<file path="src/rtl/mrna_iso_sequencer_if.sv">
// Host-side command/status and control-line bundle of the mRNA isolation sequencer.
// master = host / line-driver side, slave = sequencer.
interface mrna_iso_sequencer_if;
    logic       start;
    logic       abort;
    logic       busy;
    logic       done;
    logic [3:0] state;
    logic       cells_in_ctl;
    logic       cells_out_ctl;
    logic       collect_ctl;
    logic       lysis_in_ctl;
    logic       lysis_waste_ctl;
    logic       beads_in_ctl;
    logic       bead_waste_ctl;
    logic       push_ctl;
    logic       sep_ctl;
    logic       sieve_ctl;
    logic       waste_ctl;
    logic       pump_1;
    logic       pump_2;
    logic       pump_3;

    modport master (
        output start, abort,
        input  busy, done, state,
        input  cells_in_ctl, cells_out_ctl, collect_ctl, lysis_in_ctl, lysis_waste_ctl,
        input  beads_in_ctl, bead_waste_ctl, push_ctl, sep_ctl, sieve_ctl, waste_ctl,
        input  pump_1, pump_2, pump_3
    );

    modport slave (
        input  start, abort,
        output busy, done, state,
        output cells_in_ctl, cells_out_ctl, collect_ctl, lysis_in_ctl, lysis_waste_ctl,
        output beads_in_ctl, bead_waste_ctl, push_ctl, sep_ctl, sieve_ctl, waste_ctl,
        output pump_1, pump_2, pump_3
    );
endinterface

</file>
<file path="src/rtl/mrna_iso_sequencer.sv">
// Timed protocol sequencer for the 3-lane mRNA isolation array: walks the valve/pump lines
// through load, lyse, mix, capture, separate, wash and collect, with an abort/flush path.
module mrna_iso_sequencer #(
    parameter int unsigned TICK_DIV   = 1000,
    parameter int unsigned CW         = 16,
    parameter int unsigned T_LOAD     = 8,
    parameter int unsigned T_LYSIS    = 4,
    parameter int unsigned MIX_CYCLES = 20,
    parameter int unsigned T_BEADS    = 4,
    parameter int unsigned T_SEP      = 6,
    parameter int unsigned T_WASH     = 4,
    parameter int unsigned T_COLLECT  = 4
) (
    input  logic                 clk,
    input  logic                 rst,
    mrna_iso_sequencer_if.slave  bus
);
    typedef enum logic [3:0] {
        ST_IDLE    = 4'd0,
        ST_LOAD    = 4'd1,
        ST_LYSIS   = 4'd2,
        ST_MIX     = 4'd3,
        ST_BEADS   = 4'd4,
        ST_SEP     = 4'd5,
        ST_WASH    = 4'd6,
        ST_COLLECT = 4'd7,
        ST_FLUSH   = 4'd8,
        ST_DONE    = 4'd9
    } state_e;

    localparam int unsigned TD = (TICK_DIV == 32'd0) ? 32'd1 : TICK_DIV;
    localparam int unsigned PW = (TD > 32'd1) ? $clog2(TD) : 32'd1;
    localparam logic [PW-1:0] PRESC_LAST = PW'(TD - 32'd1);
    localparam int unsigned MIX_TICKS = ((MIX_CYCLES == 32'd0) ? 32'd1 : MIX_CYCLES) * 32'd6;

    // Line vector bit positions; pumps occupy [2:0] as {pump_1, pump_2, pump_3}.
    localparam int unsigned B_CELLS_IN    = 13;
    localparam int unsigned B_CELLS_OUT   = 12;
    localparam int unsigned B_COLLECT     = 11;
    localparam int unsigned B_LYSIS_IN    = 10;
    localparam int unsigned B_LYSIS_WASTE = 9;
    localparam int unsigned B_BEADS_IN    = 8;
    localparam int unsigned B_BEAD_WASTE  = 7;
    localparam int unsigned B_PUSH        = 6;
    localparam int unsigned B_SEP         = 5;
    localparam int unsigned B_SIEVE       = 4;
    localparam int unsigned B_WASTE       = 3;

    function automatic logic [CW-1:0] last_tick(input int unsigned t);
        last_tick = (t == 32'd0) ? {CW{1'b0}} : CW'(t - 32'd1);
    endfunction

    localparam logic [CW-1:0] LAST_LOAD    = last_tick(T_LOAD);
    localparam logic [CW-1:0] LAST_LYSIS   = last_tick(T_LYSIS);
    localparam logic [CW-1:0] LAST_MIX     = last_tick(MIX_TICKS);
    localparam logic [CW-1:0] LAST_BEADS   = last_tick(T_BEADS);
    localparam logic [CW-1:0] LAST_SEP     = last_tick(T_SEP);
    localparam logic [CW-1:0] LAST_WASH    = last_tick(T_WASH);
    localparam logic [CW-1:0] LAST_COLLECT = last_tick(T_COLLECT);

    function automatic state_e next_step(input state_e s);
        case (s)
            ST_LOAD:    next_step = ST_LYSIS;
            ST_LYSIS:   next_step = ST_MIX;
            ST_MIX:     next_step = ST_BEADS;
            ST_BEADS:   next_step = ST_SEP;
            ST_SEP:     next_step = ST_WASH;
            ST_WASH:    next_step = ST_COLLECT;
            ST_COLLECT: next_step = ST_DONE;
            default:    next_step = ST_IDLE;
        endcase
    endfunction

    function automatic logic [2:0] pump_pattern(input logic [2:0] ph);
        case (ph)
            3'd0:    pump_pattern = 3'b011;
            3'd1:    pump_pattern = 3'b001;
            3'd2:    pump_pattern = 3'b101;
            3'd3:    pump_pattern = 3'b100;
            3'd4:    pump_pattern = 3'b110;
            3'd5:    pump_pattern = 3'b010;
            default: pump_pattern = 3'b111;
        endcase
    endfunction

    state_e          state_q, state_d;
    logic [PW-1:0]   presc_q, presc_d;
    logic [CW-1:0]   cnt_q, cnt_d;
    logic [2:0]      phase_q, phase_d;
    logic [13:0]     lines_q, lines_d;
    logic            busy_q, busy_d;
    logic            done_q, done_d;
    logic            tick_s;
    logic            last_s;

    // State register plus registered outputs; reset closes every line immediately.
    always_ff @(posedge clk or posedge rst) begin
        if (rst) begin
            state_q <= ST_IDLE;
            presc_q <= {PW{1'b0}};
            cnt_q   <= {CW{1'b0}};
            phase_q <= 3'd0;
            lines_q <= 14'h3FFF;
            busy_q  <= 1'b0;
            done_q  <= 1'b0;
        end else begin
            state_q <= state_d;
            presc_q <= presc_d;
            cnt_q   <= cnt_d;
            phase_q <= phase_d;
            lines_q <= lines_d;
            busy_q  <= busy_d;
            done_q  <= done_d;
        end
    end

    // Next-state: abort beats a coinciding final tick, start only counts in IDLE.
    always_comb begin
        tick_s  = (presc_q == PRESC_LAST);
        state_d = state_q;
        case (state_q)
            ST_LOAD:    last_s = (cnt_q == LAST_LOAD);
            ST_LYSIS:   last_s = (cnt_q == LAST_LYSIS);
            ST_MIX:     last_s = (cnt_q == LAST_MIX);
            ST_BEADS:   last_s = (cnt_q == LAST_BEADS);
            ST_SEP:     last_s = (cnt_q == LAST_SEP);
            ST_WASH:    last_s = (cnt_q == LAST_WASH);
            ST_COLLECT: last_s = (cnt_q == LAST_COLLECT);
            ST_FLUSH:   last_s = (cnt_q == LAST_WASH);
            default:    last_s = 1'b0;
        endcase
        case (state_q)
            ST_IDLE: begin
                if (bus.start) state_d = ST_LOAD;
                else           state_d = ST_IDLE;
            end
            ST_LOAD, ST_LYSIS, ST_MIX, ST_BEADS, ST_SEP, ST_WASH, ST_COLLECT: begin
                if (bus.abort)             state_d = ST_FLUSH;
                else if (tick_s && last_s) state_d = next_step(state_q);
                else                       state_d = state_q;
            end
            ST_FLUSH: begin
                if (tick_s && last_s) state_d = ST_IDLE;
                else                  state_d = ST_FLUSH;
            end
            default: state_d = ST_IDLE;
        endcase
    end

    // Timebase: prescaler, dwell counter and pump phase restart on every state entry.
    always_comb begin
        if ((state_d != state_q) || (state_q == ST_IDLE)) begin
            presc_d = {PW{1'b0}};
            cnt_d   = {CW{1'b0}};
            phase_d = 3'd0;
        end else if (tick_s) begin
            presc_d = {PW{1'b0}};
            cnt_d   = cnt_q + {{(CW-1){1'b0}}, 1'b1};
            phase_d = (phase_q == 3'd5) ? 3'd0 : (phase_q + 3'd1);
        end else begin
            presc_d = presc_q + {{(PW-1){1'b0}}, 1'b1};
            cnt_d   = cnt_q;
            phase_d = phase_q;
        end
    end

    // Output decode from the upcoming state so lines only move with a transition or phase step.
    always_comb begin
        lines_d = 14'h3FFF;
        busy_d  = (state_d != ST_IDLE);
        done_d  = (state_d == ST_DONE);
        case (state_d)
            ST_LOAD:    begin lines_d[B_CELLS_IN] = 1'b0; lines_d[B_CELLS_OUT]   = 1'b0; end
            ST_LYSIS:   begin lines_d[B_LYSIS_IN] = 1'b0; lines_d[B_LYSIS_WASTE] = 1'b0; end
            ST_MIX:     lines_d[2:0] = pump_pattern(phase_d);
            ST_BEADS:   begin lines_d[B_BEADS_IN] = 1'b0; lines_d[B_BEAD_WASTE]  = 1'b0; end
            ST_SEP:     begin lines_d[B_SEP]      = 1'b0; lines_d[B_PUSH]        = 1'b0; end
            ST_WASH:    begin lines_d[B_WASTE]    = 1'b0; lines_d[B_SIEVE]       = 1'b0; end
            ST_COLLECT: begin lines_d[B_COLLECT]  = 1'b0; lines_d[B_PUSH]        = 1'b0; end
            ST_FLUSH:   begin lines_d[B_WASTE]    = 1'b0; lines_d[B_CELLS_OUT]   = 1'b0; end
            default:    lines_d = 14'h3FFF;
        endcase
    end

    assign bus.state           = state_q;
    assign bus.busy            = busy_q;
    assign bus.done            = done_q;
    assign bus.cells_in_ctl    = lines_q[B_CELLS_IN];
    assign bus.cells_out_ctl   = lines_q[B_CELLS_OUT];
    assign bus.collect_ctl     = lines_q[B_COLLECT];
    assign bus.lysis_in_ctl    = lines_q[B_LYSIS_IN];
    assign bus.lysis_waste_ctl = lines_q[B_LYSIS_WASTE];
    assign bus.beads_in_ctl    = lines_q[B_BEADS_IN];
    assign bus.bead_waste_ctl  = lines_q[B_BEAD_WASTE];
    assign bus.push_ctl        = lines_q[B_PUSH];
    assign bus.sep_ctl         = lines_q[B_SEP];
    assign bus.sieve_ctl       = lines_q[B_SIEVE];
    assign bus.waste_ctl       = lines_q[B_WASTE];
    assign bus.pump_1          = lines_q[2];
    assign bus.pump_2          = lines_q[1];
    assign bus.pump_3          = lines_q[0];
endmodule

</file>
<file path="src/flat_wrapper.sv">
// flat-port wrapper written by rule: the top's interface ports become plain ports
module mrna_iso_sequencer_flat 
#(
    parameter int unsigned TICK_DIV   = 1000,
    parameter int unsigned CW         = 16,
    parameter int unsigned T_LOAD     = 8,
    parameter int unsigned T_LYSIS    = 4,
    parameter int unsigned MIX_CYCLES = 20,
    parameter int unsigned T_BEADS    = 4,
    parameter int unsigned T_SEP      = 6,
    parameter int unsigned T_WASH     = 4,
    parameter int unsigned T_COLLECT  = 4
)
  (clk, rst, bus_start, bus_abort, bus_busy, bus_done, bus_state, bus_cells_in_ctl, bus_cells_out_ctl, bus_collect_ctl, bus_lysis_in_ctl, bus_lysis_waste_ctl, bus_beads_in_ctl, bus_bead_waste_ctl, bus_push_ctl, bus_sep_ctl, bus_sieve_ctl, bus_waste_ctl, bus_pump_1, bus_pump_2, bus_pump_3);
  mrna_iso_sequencer_if bus_i ();
  input  logic clk;
  input  logic rst;
  input wire logic [$bits(bus_i.start)-1:0] bus_start;
  input wire logic [$bits(bus_i.abort)-1:0] bus_abort;
  output wire logic [$bits(bus_i.busy)-1:0] bus_busy;
  output wire logic [$bits(bus_i.done)-1:0] bus_done;
  output wire logic [$bits(bus_i.state)-1:0] bus_state;
  output wire logic [$bits(bus_i.cells_in_ctl)-1:0] bus_cells_in_ctl;
  output wire logic [$bits(bus_i.cells_out_ctl)-1:0] bus_cells_out_ctl;
  output wire logic [$bits(bus_i.collect_ctl)-1:0] bus_collect_ctl;
  output wire logic [$bits(bus_i.lysis_in_ctl)-1:0] bus_lysis_in_ctl;
  output wire logic [$bits(bus_i.lysis_waste_ctl)-1:0] bus_lysis_waste_ctl;
  output wire logic [$bits(bus_i.beads_in_ctl)-1:0] bus_beads_in_ctl;
  output wire logic [$bits(bus_i.bead_waste_ctl)-1:0] bus_bead_waste_ctl;
  output wire logic [$bits(bus_i.push_ctl)-1:0] bus_push_ctl;
  output wire logic [$bits(bus_i.sep_ctl)-1:0] bus_sep_ctl;
  output wire logic [$bits(bus_i.sieve_ctl)-1:0] bus_sieve_ctl;
  output wire logic [$bits(bus_i.waste_ctl)-1:0] bus_waste_ctl;
  output wire logic [$bits(bus_i.pump_1)-1:0] bus_pump_1;
  output wire logic [$bits(bus_i.pump_2)-1:0] bus_pump_2;
  output wire logic [$bits(bus_i.pump_3)-1:0] bus_pump_3;
  assign bus_i.start = bus_start;
  assign bus_i.abort = bus_abort;
  assign bus_busy = bus_i.busy;
  assign bus_done = bus_i.done;
  assign bus_state = bus_i.state;
  assign bus_cells_in_ctl = bus_i.cells_in_ctl;
  assign bus_cells_out_ctl = bus_i.cells_out_ctl;
  assign bus_collect_ctl = bus_i.collect_ctl;
  assign bus_lysis_in_ctl = bus_i.lysis_in_ctl;
  assign bus_lysis_waste_ctl = bus_i.lysis_waste_ctl;
  assign bus_beads_in_ctl = bus_i.beads_in_ctl;
  assign bus_bead_waste_ctl = bus_i.bead_waste_ctl;
  assign bus_push_ctl = bus_i.push_ctl;
  assign bus_sep_ctl = bus_i.sep_ctl;
  assign bus_sieve_ctl = bus_i.sieve_ctl;
  assign bus_waste_ctl = bus_i.waste_ctl;
  assign bus_pump_1 = bus_i.pump_1;
  assign bus_pump_2 = bus_i.pump_2;
  assign bus_pump_3 = bus_i.pump_3;
  mrna_iso_sequencer #(.TICK_DIV(TICK_DIV), .CW(CW), .T_LOAD(T_LOAD), .T_LYSIS(T_LYSIS), .MIX_CYCLES(MIX_CYCLES), .T_BEADS(T_BEADS), .T_SEP(T_SEP), .T_WASH(T_WASH), .T_COLLECT(T_COLLECT)) u_core (.clk(clk), .rst(rst), .bus(bus_i));
endmodule
</file>
<file path="config.mk">
export PLATFORM = sky130hd
export DESIGN_NAME = mrna_iso_sequencer_flat
export DESIGN_NICKNAME = d
export VERILOG_FILES = /design/src/rtl/mrna_iso_sequencer_if.sv /design/src/rtl/mrna_iso_sequencer.sv /design/src/flat_wrapper.sv
export SDC_FILE = /design/constraint.sdc
export NUM_CORES = 1
export LEC_CHECK = 0
export BUFFER_PORTS_ARGS = -buffer_cell sky130_fd_sc_hd__buf_2
export CORE_MARGIN = 2
export CORE_UTILIZATION = 35
export CTS_BUF_LIST = sky130_fd_sc_hd__clkbuf_2 sky130_fd_sc_hd__clkbuf_4 sky130_fd_sc_hd__clkbuf_8
export CTS_CLUSTER_DIAMETER = 200
export DETAILED_ROUTE_END_ITERATION = 10
export HOLD_SLACK_MARGIN = 0.03
export RECOVER_POWER = 25
export SYNTH_ARGS = -nofsm -noshare
export SYNTH_HDL_FRONTEND = slang
export SYNTH_SLANG_ARGS = --single-unit
</file>
<file path="constraint.sdc">
create_clock -name clk -period 2.6 [get_ports clk]
set_clock_uncertainty 0.2 [all_clocks]
set_input_delay 0.13 -clock clk [delete_from_list [all_inputs] [get_ports clk]]
set_output_delay 0.13 -clock clk [all_outputs]
set_load 0.02 [all_outputs]
</file>
== Word-level counts from Yosys, hierarchy flattened ==
Cells that the tools add are included.
Word-level totals
  register bits after elaboration: 49
  logic and storage cells: 75
  output and inout bits: 20
Operators by class
  reductions and logical operators: 11
  mux-type cells: 25
  equality and inequality tests: 29
  $add $sub $neg: 3
Operator list (count)
  $eq 16x3->1 const B: 2
  $eq 4x3->1 const B: 8
  $mux 16: 2
  $pmux 4 s7: 1
  $mux 10: 2
  $pmux 3 s6: 1
  $add 16x1->16 const B: 1
  $eq 16x2->1 const B: 1
  $eq 16x7->1 const B: 1
  $eq 4x2->1 const B: 4
  $eq 4x4->1 const B: 3
  $mux 3: 4
  $mux 4: 3
  $pmux 4 s3: 1
  $add 10x1->10 const B: 1
  $eq 10x10->1 const B: 1
  $eq 3x3->1 const B: 3
  $eq 4x1->1 const B: 2
  $mux 1: 8
  $reduce_or 7->1: 1
  $eq 3x2->1 const B: 2
  $reduce_or 2->1: 3
  $reduce_or 5->1: 1
  $logic_not 4->1: 1
  other kinds (10): 11

== Logic depth before layout (Yosys ltp) ==
Gate-level depths: netlist (run 1).
  depth after elaboration: 13
  depth in mapped cells: 9

== Worst setup path before layout (run 1) ==
Ideal clock, no wire load.
  path kind: register -> register
  from: register u_core.state_q[0] (netlist: u_core.bus.state[0])
  to: register u_core.lines_q[13]
  clock period less this slack: 2.466 ns
  arrival: 2.179 ns
  library setup time: 0.088 ns
  stages on the path, launching flop included: 8
  setup slack: 0.134 ns
  buffers on the path: 1
  cells stage by stage: dfrtp_1 -> buf_6 -> nand2_4 -> or4b_4 -> a21oi_4 -> o2111ai_2 -> mux2i_4 -> or3_1
On the way
  longest elaborated chain between the ends: 9
RTL lines
  start, declared: line mrna_iso_sequencer.sv:86  | state_e state_q, state_d;
  start signal, assigned: line mrna_iso_sequencer.sv:107  | state_q <= state_d;
  $eq 4x2->1 (tied with other cells): line mrna_iso_sequencer.sv:62, mrna_iso_sequencer.sv:121, mrna_iso_sequencer.sv:132
  $reduce_or 5->1 (no source line)
  $pmux 1 s4: line mrna_iso_sequencer.sv:121  | case (state_q)
  $logic_and 1x1->1: line mrna_iso_sequencer.sv:139  | else if (tick_s && last_s) state_d = next_step(state_q);
  $mux 4: line mrna_iso_sequencer.sv:139
  $mux 4: line mrna_iso_sequencer.sv:138  | if (bus.abort) state_d = ST_FLUSH;
  $pmux 4 s3 (*): line mrna_iso_sequencer.sv:132  | case (state_q)
  via u_core.state_d[1]: line mrna_iso_sequencer.sv:86
  $eq 4x1->1 (*): line mrna_iso_sequencer.sv:172  | case (state_d)
  $mux 1 (*): line mrna_iso_sequencer.sv:172
  via u_core.lines_d[13]: line mrna_iso_sequencer.sv:90  | logic [13:0] lines_q, lines_d;
  end signal, assigned: line mrna_iso_sequencer.sv:111  | lines_q <= lines_d;
  end, declared: line mrna_iso_sequencer.sv:90
Mark *: on every way through the listed nets, which the timed path passes. The rest lies on a longest branch.
A chain may end at the register's enable or synchronous reset.

== Worst setup path in the final report (run 1) ==
  from: register u_core.cnt_q[4]
  to: register u_core.lines_q[6]
On the way
  longest elaborated chain between the ends: 9
RTL lines
  start, declared: line mrna_iso_sequencer.sv:88  | logic [CW-1:0] cnt_q, cnt_d;
  start signal, assigned: line mrna_iso_sequencer.sv:101  | cnt_q <= {CW{1'b0}};
  start signal, assigned: line mrna_iso_sequencer.sv:109  | cnt_q <= cnt_d;
  $eq 16x2->1 (tied with other cells)
  $pmux 1 s4 (*): line mrna_iso_sequencer.sv:121
  $logic_and 1x1->1 (*): line mrna_iso_sequencer.sv:139
  $mux 4 (*): line mrna_iso_sequencer.sv:139
  $mux 4 (*): line mrna_iso_sequencer.sv:138
  $pmux 4 s3 (*): line mrna_iso_sequencer.sv:132
  via u_core.state_d[2]: line mrna_iso_sequencer.sv:86
  $eq 4x3->1: line mrna_iso_sequencer.sv:172
  $reduce_or 2->1 (no source line) (*)
  $mux 1 (*): line mrna_iso_sequencer.sv:172
  via u_core.lines_d[6]: line mrna_iso_sequencer.sv:90
Marked as above.

==> summary.md, run 1 <==
| Metric | Value |
|---|---|
| Leakage | `1.15 nW` |
| Die area | `0.00776 mm2` |
| Min-Delay Endpoint | `u_core.lines_q[3]$_DFF_PP1_` |
| Crit Path Class | `flip-flop to flip-flop` |
| MaxCap Viol Count | `0` |
| Reg2reg setup slack | `120 ps` |
| Residual DRC count | `0` |
| Min-delay worst type | `input pin to flip-flop` |
| Worst Path Arrival | `2510 ps` |
| Seq/Total Area, Yosys | `48.1%` |
| Via count | `1860` |
| Mapped Avg Cell Area | `9.82 um2` |
| Total number of H-tree levels | `2` |
| Nets@finish | `293` |
| Hold Vio Cnt, Final | `0` |
| Maximum vdd drop | `0.266 mV` |
| Pwr Total | `1.82 mW` |
| Met3 Use GR | `4.24%` |
| Yosys Warn Count | `0` |
| HP Start | `bus_abort` |
| Reg2reg end | `u_core.lines_q[6]$_DFF_PP1_` |
| Syn Nets | `258` |
| Antenna violations before repair | `0` |
| Met1 Usage GRT | `20.0%` |
| Fin crit period | `2480 ps` |
| CP Max Fanout | `5` |
| Total CTS buffers | `5` |
| Drt wl/cell | `13.2 um` |
| Routed WL | `5.07 mm` |
| Ports | `24` |
| Setup TNS | `0 ps` |
| Post-DP Area | `0.00274 mm2` |
| Power per cell area | `643 mW/mm2` |
| Layout cell share with drive strength beyond 1 | `22.6%` |
| Ant. Diodes | `0` |
| Chip width | `88.1 um` |
| Clock tree from TritonCTS | `yes` |
| Met2 Use GR | `21.5%` |
| Largest net degree at the start of global routing | `31` |
| RSZ-0062 raised after global routing | `false` |
| Die height | `88.1 um` |
| Drt pass-1 iters | `5` |
| #FFs+latches synth | `47` |
| Fmax | `0.403 GHz` |
| Status | `finished, final reports clean` |
| # setup viols final | `0` |
| Synthesized cell area | `0.00247 mm2` |
| Multi-input logic area | `0.00120 mm2` |
| Busiest layer in global routing | `met2` |
| Fin util | `41.5%` |
| Design Area, Final | `0.00284 mm2` |
| Gpl congestion | `0.877` |
| Syn Inst Count | `252` |
| First-pass GRT wire length | `8.65 mm` |
| Post-CTS Setup Inserts | `0` |
| Initial core utilization | `36.2%` |
| Vias in the first global route | `1826` |
| Dominant synthesized flop cell | `dfrtp_1` |
| Gr usage total | `14.4%` |
| Port bufs | `23` |
| Drt initial violations | `157` |
| FF-to-FF Start | `u_core.cnt_q[4]$_DFFE_PP0P_` |
| Number of flops mapped to enable cells by yosys | `0` |
| Final period utilization | `95.5%` |
| Reg area | `0.00119 mm2` |
| Clock-pin slew on the worst setup and hold paths | `80 ps` |
| Worst setup EP type | `flip-flop` |
| Clock sink count | `47` |
| # rows | `30` |
| Detailed Place HPWL | `3.64 mm` |
| Max-slew violation count | `0` |
| Via-to-Cell Ratio | `4.84` |
| Crit path launch type | `flip-flop` |
| WHS Path Cells | `3` |
| Clk root buf | `clkbuf_8` |
| Post-synth ARST share | `100%` |
| Core ar. | `0.00683 mm2` |
| Fillers | `740` |
| Worst EP required | `2620 ps` |
| Post-route ant nets | `0` |
| R2R depth | `7` |
| Clk buf depth | `2` |
| Total grt overflow | `0` |
| Max-slew headroom | `55.8%` |
| Clk_lat worst skew | `300 ps` |
| Transition time of the tightest slew-check pin | `663 ps` |
| Cell variety after synth | `61` |
| Area grow syn2layout | `14.6%` |
flip-flops by register name, indices dropped and copies added (netlist names):
| register | flops |
|---|---|
| u_core.bus.state | 4 |
| u_core.lines_q | 12 |
| u_core.bus.busy | 1 |
| u_core.phase_q | 3 |
| u_core.cnt_q | 16 |
| u_core.bus.done | 1 |
| u_core.presc_q | 10 |
worst max-delay path, stage by stage, from the launching register on:
cell      delay [ps]
dfrtp_1          430
and3_4           240
or4b_4           480
a21oi_4          220
o211ai_2         160
or3_1            390
a21oi_4          210
nand2_1           80
cells in the mapped netlist, drive strengths merged (2+ instances only):
cell / n / area, um2
dfstp: 12 / 315
clkbuf: 4 / 35.0
nand3: 11 / 55.1
o21ai: 7 / 35.0
xor2: 11 / 96.3
buf: 5 / 36.3
dfrtp: 35 / 876
o211ai: 3 / 27.5
ha: 2 / 25.0
and3: 4 / 31.3
o2111ai: 2 / 23.8
nor2: 49 / 184
mux2i: 3 / 42.5
o211a: 2 / 20.0
inv: 7 / 26.3
a21oi: 9 / 60.1
nand4: 5 / 31.3
nand2: 25 / 101
nor3: 9 / 56.3
or3: 4 / 25.0
and2: 5 / 32.5
nor4: 6 / 52.6
xnor2: 11 / 96.3
or2: 2 / 12.5
cells in the final DEF, fill, tap and decap left out, drive strengths merged, types with 9 or more instances in the layout:
cell type,n
xnor2,11
buf,25
nor2,49
dfrtp,35
clkbuf,18
nand3,11
nor3,9
xor2,11
dfstp,12
nand2,25
a21oi,9
cell families (layout without fill, tap and decap cells):
group	Yosys count	in the layout	share of synthesized area (%)
compound gates	33	33	9.86
xor+xnor	22	22	7.79
fa+ha+maj	2	2	1.01
buf+inv	16	52	3.94
flops	47	47	48.1
mux	3	3	1.72
simple gates	129	129	27.6
cell type report:
class,count,share of cell area (%)
inverters,7,0.926
repair buffers,37,7.37
multi-input cells,189,42.3
well taps,96,4.23
clock buffers,7,2.96
flip-flops and latches,47,42.0
clock inverters,1,0.176
layer usage:
metal	part of all wire [%]	vias to the layer above
met5	0	-
met1	47	866
met2	45	46
li1	-	938
met4	2.0	0
met3	5.5	10
where the power goes:
part | switching, mW | internal, mW
sequential | 0.0514 | 0.807
clock | 0.237 | 0.210
combinational | 0.354 | 0.164
how the worst max path moves through the flow:
stage | start | endpoint | cells past startpoint | slack (ps)
final | u_core.cnt_q[4]$_DFFE_PP0P_ | u_core.lines_q[6]$_DFF_PP1_ | 7 | 120
after global routing | u_core.cnt_q[4]$_DFFE_PP0P_ | u_core.lines_q[6]$_DFF_PP1_ | 7 | 20
after CTS | u_core.cnt_q[4]$_DFFE_PP0P_ | u_core.lines_q[6]$_DFF_PP1_ | 7 | 90
after detailed placement | u_core.bus.state[0]$_DFF_PP0_ | u_core.lines_q[6]$_DFF_PP1_ | 7 | 110
after global placement | u_core.bus.state[0]$_DFF_PP0_ | u_core.lines_q[8]$_DFF_PP1_ | 7 | 120
after floorplan | u_core.bus.state[0]$_DFF_PP0_ | u_core.lines_q[13]$_DFF_PP1_ | 7 | 130
timing repair:
action | CTS | global route
gates resized for setup | 0 | 2
hold buffers | 1 | 0
setup endpoints to repair | 0 | 6
endpoints found under the hold margin | 17 | 0
per-stage QoR:
stage,setup WS [ps],cells,hold slack (ps)
floorplan,134,252,128
global placement,121,375,-67.8
detailed placement,106,375,-72.1
CTS,89.4,384,30.0
global route,17.7,384,63.9
finish,117,384,51.4
No activity file was read; power rests on OpenSTA's default activity.
==> run 2, diff against run 1 <==
--- a/config.mk
+++ b/config.mk
@@ -7,12 +7,14 @@
 export LEC_CHECK = 0
 export BUFFER_PORTS_ARGS = -buffer_cell sky130_fd_sc_hd__buf_2
 export CORE_MARGIN = 2
-export CORE_UTILIZATION = 35
+export CORE_UTILIZATION = 61
 export CTS_BUF_LIST = sky130_fd_sc_hd__clkbuf_2 sky130_fd_sc_hd__clkbuf_4 sky130_fd_sc_hd__clkbuf_8
 export CTS_CLUSTER_DIAMETER = 200
 export DETAILED_ROUTE_END_ITERATION = 10
 export HOLD_SLACK_MARGIN = 0.03
+export PLACE_DENSITY = 0.82
 export RECOVER_POWER = 25
+export REMOVE_ABC_BUFFERS = 1
 export SYNTH_ARGS = -nofsm -noshare
 export SYNTH_HDL_FRONTEND = slang
 export SYNTH_SLANG_ARGS = --single-unit
==> summary.md, run 2 (synthesis results as in run 1) <==
| Metric | Value |
|---|---|
| Status | `finished, violations left` |
| Failing checks | `max-capacitance violations, max-slew violations` |
| Clk_lat worst skew | `300 ps (about the same)` |
| Worst EP required | `2620 ps (about the same)` |
| Fin crit period | `2550 ps (+64.4 ps)` |
| Worst setup EP type | `flip-flop` |
| Worst Path Arrival | `2560 ps (+50 ps)` |
| Total number of H-tree levels | `2 (unchanged)` |
| Clk buf depth | `2 (unchanged)` |
| Clk root buf | `clkbuf_8` |
| Layout cell share with drive strength beyond 1 | `20.5% (-2.1 points)` |
| Detailed Place HPWL | `3.58 mm (-1.6%)` |
| Dpl ws | `85.6 ps (-20.0 ps)` |
| Total grt overflow | `0 (unchanged)` |
| Reg2reg end | `u_core.lines_q[3]$_DFF_PP1_` |
| # rows | `23 (-23%)` |
| Area grow syn2layout | `11.5%` |
| Gr usage total | `24.9% (+11 points)` |
| Commonest non-fill, non-tap cell in the layout | `nor2_1` |
| Die height | `67.7 um (-23%)` |
| Max-slew violation count | `48 (+48)` |
| First-pass GRT wire length | `8.33 mm (-3.7%)` |
| Hold Vio Cnt, Final | `0 (unchanged)` |
| Via-to-Cell Ratio | `5.94 (+23%)` |
| Min-delay worst type | `input pin to flip-flop` |
| Post-route ant nets | `0 (unchanged)` |
| Design Area, Final | `0.00276 mm2 (-2.7%)` |
| Maximum vdd drop | `0.399 mV (+50%)` |
| Antenna violations before repair | `0 (unchanged)` |
| MaxCap Viol Count | `1 (+1)` |
| Residual DRC count | `0 (unchanged)` |
| # setup viols final | `0 (unchanged)` |
| Largest Register | `u_core.cnt_q` |
| Gpl congestion | `0.893 (+1.8%)` |
| Max reg flops | `16 (unchanged)` |
| Setup TNS | `0 ps (unchanged)` |
| Clock-pin slew on the worst setup and hold paths | `90 ps (about the same)` |
| CP Max Fanout | `7 (+2)` |
| Crit path capture | `u_core.lines_q[3]$_DFF_PP1_` |
| Ports | `24 (unchanged)` |
| Post-CTS Setup Inserts | `0 (unchanged)` |
| Largest net degree at the start of global routing | `48 (+55%)` |
| Via count | `1977 (+6.3%)` |
| Routed WL | `5.14 mm (+1.5%)` |
| Initial core utilization | `62.8% (+27 points)` |
| Worst hold slack | `53.1 ps (+1.73 ps)` |
| Crit Path Class | `flip-flop to flip-flop` |
| Max-slew headroom | `-15.4% (-71 points)` |
| Drt pass-1 iters | `4 (-1)` |
| Drt initial violations | `254 (+62%)` |
| Leakage | `1.12 nW (-2.0%)` |
| Biggest regs | `u_core.cnt_q (16), u_core.lines_q (12), u_core.presc_q (10)` |
| FF-to-FF Start | `u_core.cnt_q[5]$_DFFE_PP0P_` |
| Total CTS buffers | `5 (unchanged)` |
| Power per cell area | `697 mW/mm2 (+8.5%)` |
| Fmax | `0.393 GHz (-2.5%)` |
| Core ar. | `0.00394 mm2 (-42%)` |
| Chip width | `67.7 um (-23%)` |
| Clock sink count | `47 (unchanged)` |
| Reg2reg setup slack | `50 ps (-60 ps)` |
| Most frequent cells in the layout | `nor2_1 (49), dfrtp_1 (32), nand2_1 (24)` |
| Transition time of the tightest slew-check pin | `1730 ps (+1070 ps)` |
| Final period utilization | `98.0% (+2.5 points)` |
| Drt wl/cell | `15.4 um (+17%)` |
| Port bufs | `23 (unchanged)` |
| R2R depth | `7 (unchanged)` |
| Clock tree from TritonCTS | `yes` |
| Die area | `0.00458 mm2 (-41%)` |
| Post-DP Area | `0.00264 mm2 (-3.5%)` |
| Vias in the first global route | `1785 (-2.2%)` |
| Worst Setup SP | `u_core.cnt_q[5]$_DFFE_PP0P_` |
| Post-layout worst setup margin | `52.2 ps (-64.4 ps)` |
| Ant. Diodes | `0 (unchanged)` |
| Nets@finish | `288 (-1.7%)` |
| Crit path launch type | `flip-flop` |
==> run 2: cell count changes in the layout (fill, tap and decap cells not counted), sizes merged <==
cell,delta
buf,-10
bufinv,+1
clkbuf,+4
==> run 2: timing repair <==
item,in CTS,in global routing
endpoints found under the setup margin,0,12
endpoints found under the hold margin,35,0
gates resized for setup,0,4
hold buffers,1,0
==> run 2: how the worst min path moves through the flow <==
stage	start	to	slack, ps	cells after the start
CTS	bus_abort	u_core.bus.state[2]$_DFF_PP0_	50	3
finish	bus_abort	u_core.bus.state[2]$_DFF_PP0_	50	3
detailed placement	rst	u_core.cnt_q[1]$_DFFE_PP0P_	200	2
floorplan	bus_abort	u_core.lines_q[3]$_DFF_PP1_	130	2
global placement	rst	u_core.cnt_q[11]$_DFFE_PP0P_	190	2
global route	bus_abort	u_core.lines_q[3]$_DFF_PP1_	60	3
==> run 2: through the flow <==
step | total power, mW | util (%) | instances
after global placement | 1.36 | 67.0 | 324
final | 1.92 | 70.0 | 333
after floorplan | 1.19 | - | 243
after CTS | 1.93 | 70.2 | 333
after global routing | 2.02 | 70.0 | 333
after detailed placement | 1.38 | 67.0 | 324
==> run 2: area by class of cell <==
class	instances	area, um2
Clock buffer	6	82.6
Inverter	7	26.3
Fill cell	294	1180
Clock inverter	2	35.0
Multi-Input combinational cell	189	1190
Timing Repair Buffer	32	165
Tap cell	50	62.6
Sequential cell	47	1190
==> run 2: per-layer routing <==
metal,up-vias,share of wire (%),GRT usage [%]
li1,937,-,-
met1,957,43,32.5
met2,70,49,40.3
met3,13,5.8,4.50
met4,0,2.2,11.5
met5,-,0,0
==> run 2: power breakdown <==
| group | total, mW | switching, mW | internal [mW] |
|---|---|---|---|
| clock | 0.554 | 0.243 | 0.311 |
| combinational | 0.507 | 0.355 | 0.152 |
| sequential | 0.863 | 0.0543 | 0.809 |
==> run 2: critical path: stages, from the launching register on <==
cell       delay [ps]
dfrtp_1           410
and3_4            240
or4b_4            480
a21oi_4           210
o2111ai_2         210
mux2i_4           270
and2_1            200
a21oi_1           230
==> run 3, diff against run 2 <==
--- a/config.mk
+++ b/config.mk
@@ -7,12 +7,13 @@
 export LEC_CHECK = 0
 export BUFFER_PORTS_ARGS = -buffer_cell sky130_fd_sc_hd__buf_2
 export CORE_MARGIN = 2
-export CORE_UTILIZATION = 61
+export CORE_UTILIZATION = 65
 export CTS_BUF_LIST = sky130_fd_sc_hd__clkbuf_2 sky130_fd_sc_hd__clkbuf_4 sky130_fd_sc_hd__clkbuf_8
 export CTS_CLUSTER_DIAMETER = 200
 export DETAILED_ROUTE_END_ITERATION = 10
+export GPL_TIMING_DRIVEN = 0
 export HOLD_SLACK_MARGIN = 0.03
-export PLACE_DENSITY = 0.82
+export PLACE_DENSITY = 0.86
 export RECOVER_POWER = 25
 export REMOVE_ABC_BUFFERS = 1
 export SYNTH_ARGS = -nofsm -noshare
==> constraint.sdc (replaced) <==
create_clock -name clk -period 3.2 [get_ports clk]
set_clock_uncertainty 0.2 [all_clocks]
set_input_delay 0.16 -clock clk [delete_from_list [all_inputs] [get_ports clk]]
set_output_delay 0.16 -clock clk [all_outputs]
set_load 0.02 [all_outputs]
==> summary.md, run 3 (synthesis results as in run 1) <==
| Metric | Value |
|---|---|
| Status | `finished, final reports clean` |
| WHS Path Cells | `3 (unchanged)` |
| Max-slew violation count | `0 (-100%)` |
| Clock-pin slew on the worst setup and hold paths | `90 ps (about the same)` |
| Fin crit period | `2760 ps (+215 ps)` |
| Min-Delay Endpoint | `u_core.bus.state[2]$_DFF_PP0_` |
| Max reg flops | `16 (unchanged)` |
| Area grow syn2layout | `10.2%` |
| Port bufs | `23 (unchanged)` |
| Routed WL | `4.68 mm (-9.1%)` |
| Largest Register | `u_core.cnt_q` |
| Post-route ant nets | `0 (unchanged)` |
| Power per cell area | `565 mW/mm2 (-19%)` |
| Worst Path Arrival | `2800 ps (+240 ps)` |
| Gpl congestion | `0.854 (-4.4%)` |
| Fmax | `0.362 GHz (-7.8%)` |
| CP Max Fanout | `17 (+10)` |
| Ports | `24 (unchanged)` |
| Leakage | `1.12 nW (-0.49%)` |
| Reg2reg setup slack | `440 ps (+390 ps)` |
| HP Start | `bus_abort` |
| Total number of H-tree levels | `2 (unchanged)` |
| Layout cell share with drive strength beyond 1 | `23.1% (+2.6 points)` |
| Clk buf depth | `2 (unchanged)` |
| Detailed Place HPWL | `3.29 mm (-8.1%)` |
| Gr usage total | `25.1% (+0.15 points)` |
| Total CTS buffers | `5 (unchanged)` |
| FF-to-FF Start | `u_core.bus.state[2]$_DFF_PP0_` |
| Via-to-Cell Ratio | `5.86 (-1.3%)` |
| Ant. Diodes | `0 (unchanged)` |
| Vias in the first global route | `1855 (+3.9%)` |
| Transition time of the tightest slew-check pin | `1470 ps (-264 ps)` |
| Final period utilization | `86.3% (-12 points)` |
| # setup viols final | `0 (unchanged)` |
| Max-slew headroom | `2.32% (+18 points)` |
| Clock tree from TritonCTS | `yes` |
| Antenna violations before repair | `0 (unchanged)` |
| Min-delay worst type | `input pin to flip-flop` |
| Maximum vdd drop | `0.284 mV (-29%)` |
| Clock sink count | `47 (unchanged)` |
| Via count | `1904 (-3.7%)` |
| Most frequent cells in the layout | `nor2_1 (49), dfrtp_1 (35), nand2_1 (24)` |
| Drt pass-1 iters | `4 (unchanged)` |
| Total grt overflow | `0 (unchanged)` |
| MaxCap Viol Count | `0 (-1)` |
| Die height | `65.7 um (-2.9%)` |
| Clk root buf | `clkbuf_8` |
| Nets@finish | `282 (-2.1%)` |
| R2R depth | `7 (unchanged)` |
| First-pass GRT wire length | `8.15 mm (-2.2%)` |
| Commonest non-fill, non-tap cell in the layout | `nor2_1` |
| Hold Vio Cnt, Final | `0 (unchanged)` |
| Post-layout worst setup margin | `438 ps (+385 ps)` |
| Initial core utilization | `67.6% (+4.8 points)` |
| Pwr Total | `1.54 mW (-20%)` |
| Die area | `0.00432 mm2 (-5.8%)` |
| Worst EP required | `3240 ps (+620 ps)` |
| Crit path launch type | `flip-flop` |
| Drt initial violations | `207 (-19%)` |
| Clk_lat worst skew | `310 ps (about the same)` |
| Reg2reg end | `u_core.lines_q[5]$_DFF_PP1_` |
| Largest net degree at the start of global routing | `35 (-27%)` |
| Dpl ws | `198 ps (+112 ps)` |
| Worst setup EP type | `flip-flop` |
| RSZ-0062 raised after global routing | `false` |
| # rows | `22 (-4.3%)` |
| Chip width | `65.7 um (-2.9%)` |
| Drt wl/cell | `14.4 um (-6.8%)` |
| Core ar. | `0.00366 mm2 (-7.1%)` |
| Crit Path Class | `flip-flop to flip-flop` |
| Residual DRC count | `0 (unchanged)` |
| Biggest regs | `u_core.cnt_q (16), u_core.lines_q (12), u_core.presc_q (10)` |
==> run 3: cell count changes in the layout (fill, tap and decap cells not counted), moves of 3 or more <==
cell / change
buf_2: +16
buf_4: -7
clkbuf_1: -16
dfrtp_1: +3
dfrtp_2: -3
==> run 3: per-stage QoR <==
step / hold WS (ps) / std cells / TNS (ps) / area, um2 / utilization [%]
global placement: 278 / 314 / -5200 / 2580 / 70.4
detailed placement: -59.1 / 316 / 0 / 2610 / 71.2
CTS: 35.1 / 325 / 0 / 2730 / 74.6
floorplan: 158 / 243 / 0 / 2400 / -
global route: 72.6 / 325 / 0 / 2730 / 74.5
finish: 56.2 / 325 / 0 / 2730 / 74.5
==> run 3: area by class of cell <==
cell class | instances | area (um2)
timing repair buffer | 26 | 143
clock inverter | 3 | 47.5
multi-input combinational | 189 | 1190
clock buffer | 5 | 68.8
inverter | 7 | 26.3
tap | 48 | 60.1
sequential | 47 | 1190
fill | 244 | 935
==> run 3: worst max-delay path by stage <==
| stage | depth (start not counted) | end | slack (ps) | from |
|---|---|---|---|---|
| floorplan | 4 | u_core.cnt_q[10]$_DFFE_PP0P_ | 520 | u_core.bus.state[0]$_DFF_PP0_ |
| global placement | 4 | u_core.cnt_q[10]$_DFFE_PP0P_ | -260 | u_core.bus.state[0]$_DFF_PP0_ |
| detailed placement | 7 | u_core.cnt_q[7]$_DFFE_PP0P_ | 200 | u_core.bus.state[2]$_DFF_PP0_ |
| CTS | 7 | u_core.cnt_q[7]$_DFFE_PP0P_ | 180 | u_core.bus.state[2]$_DFF_PP0_ |
| global route | 4 | u_core.cnt_q[3]$_DFFE_PP0P_ | 180 | rst |
| finish | 7 | u_core.lines_q[5]$_DFF_PP1_ | 440 | u_core.bus.state[2]$_DFF_PP0_ |
==> run 3: what timing repair did <==
| item | 4_1_cts | 5_1_grt |
|---|---|---|
| buffers inserted | 0 | 0 |
| hold buffers | 1 | 0 |
| endpoints found under the setup margin | 0 | 4 |
| hold endpoints to repair | 38 | 0 |
| resized for setup | 0 | 1 |
==> run 3: report_power, final <==
part / switching [mW] / total [mW] / leakage [nW] / internal, mW
clock network: 0.210 / 0.447 / 0.0587 / 0.237
registers: 0.0614 / 0.716 / 0.609 / 0.655
logic: 0.256 / 0.376 / 0.452 / 0.120
==> run 3: layer usage <==
metal,vias up,track usage (%),wire length (um)
met5,-,0,0
met4,0,12.2,92
met3,12,5.14,241
met2,68,43.4,2340
met1,904,29.5,2000
li1,920,-,-
==> run 3: worst max-delay path, cell delays in order, from the launching register on <==
cell and delay, ps:
dfrtp_1 660, nor3b_2 250, a31oi_1 60, o311ai_1 620, o211ai_2 200, or3_1 360, a21oi_2 230, nand2_1 100
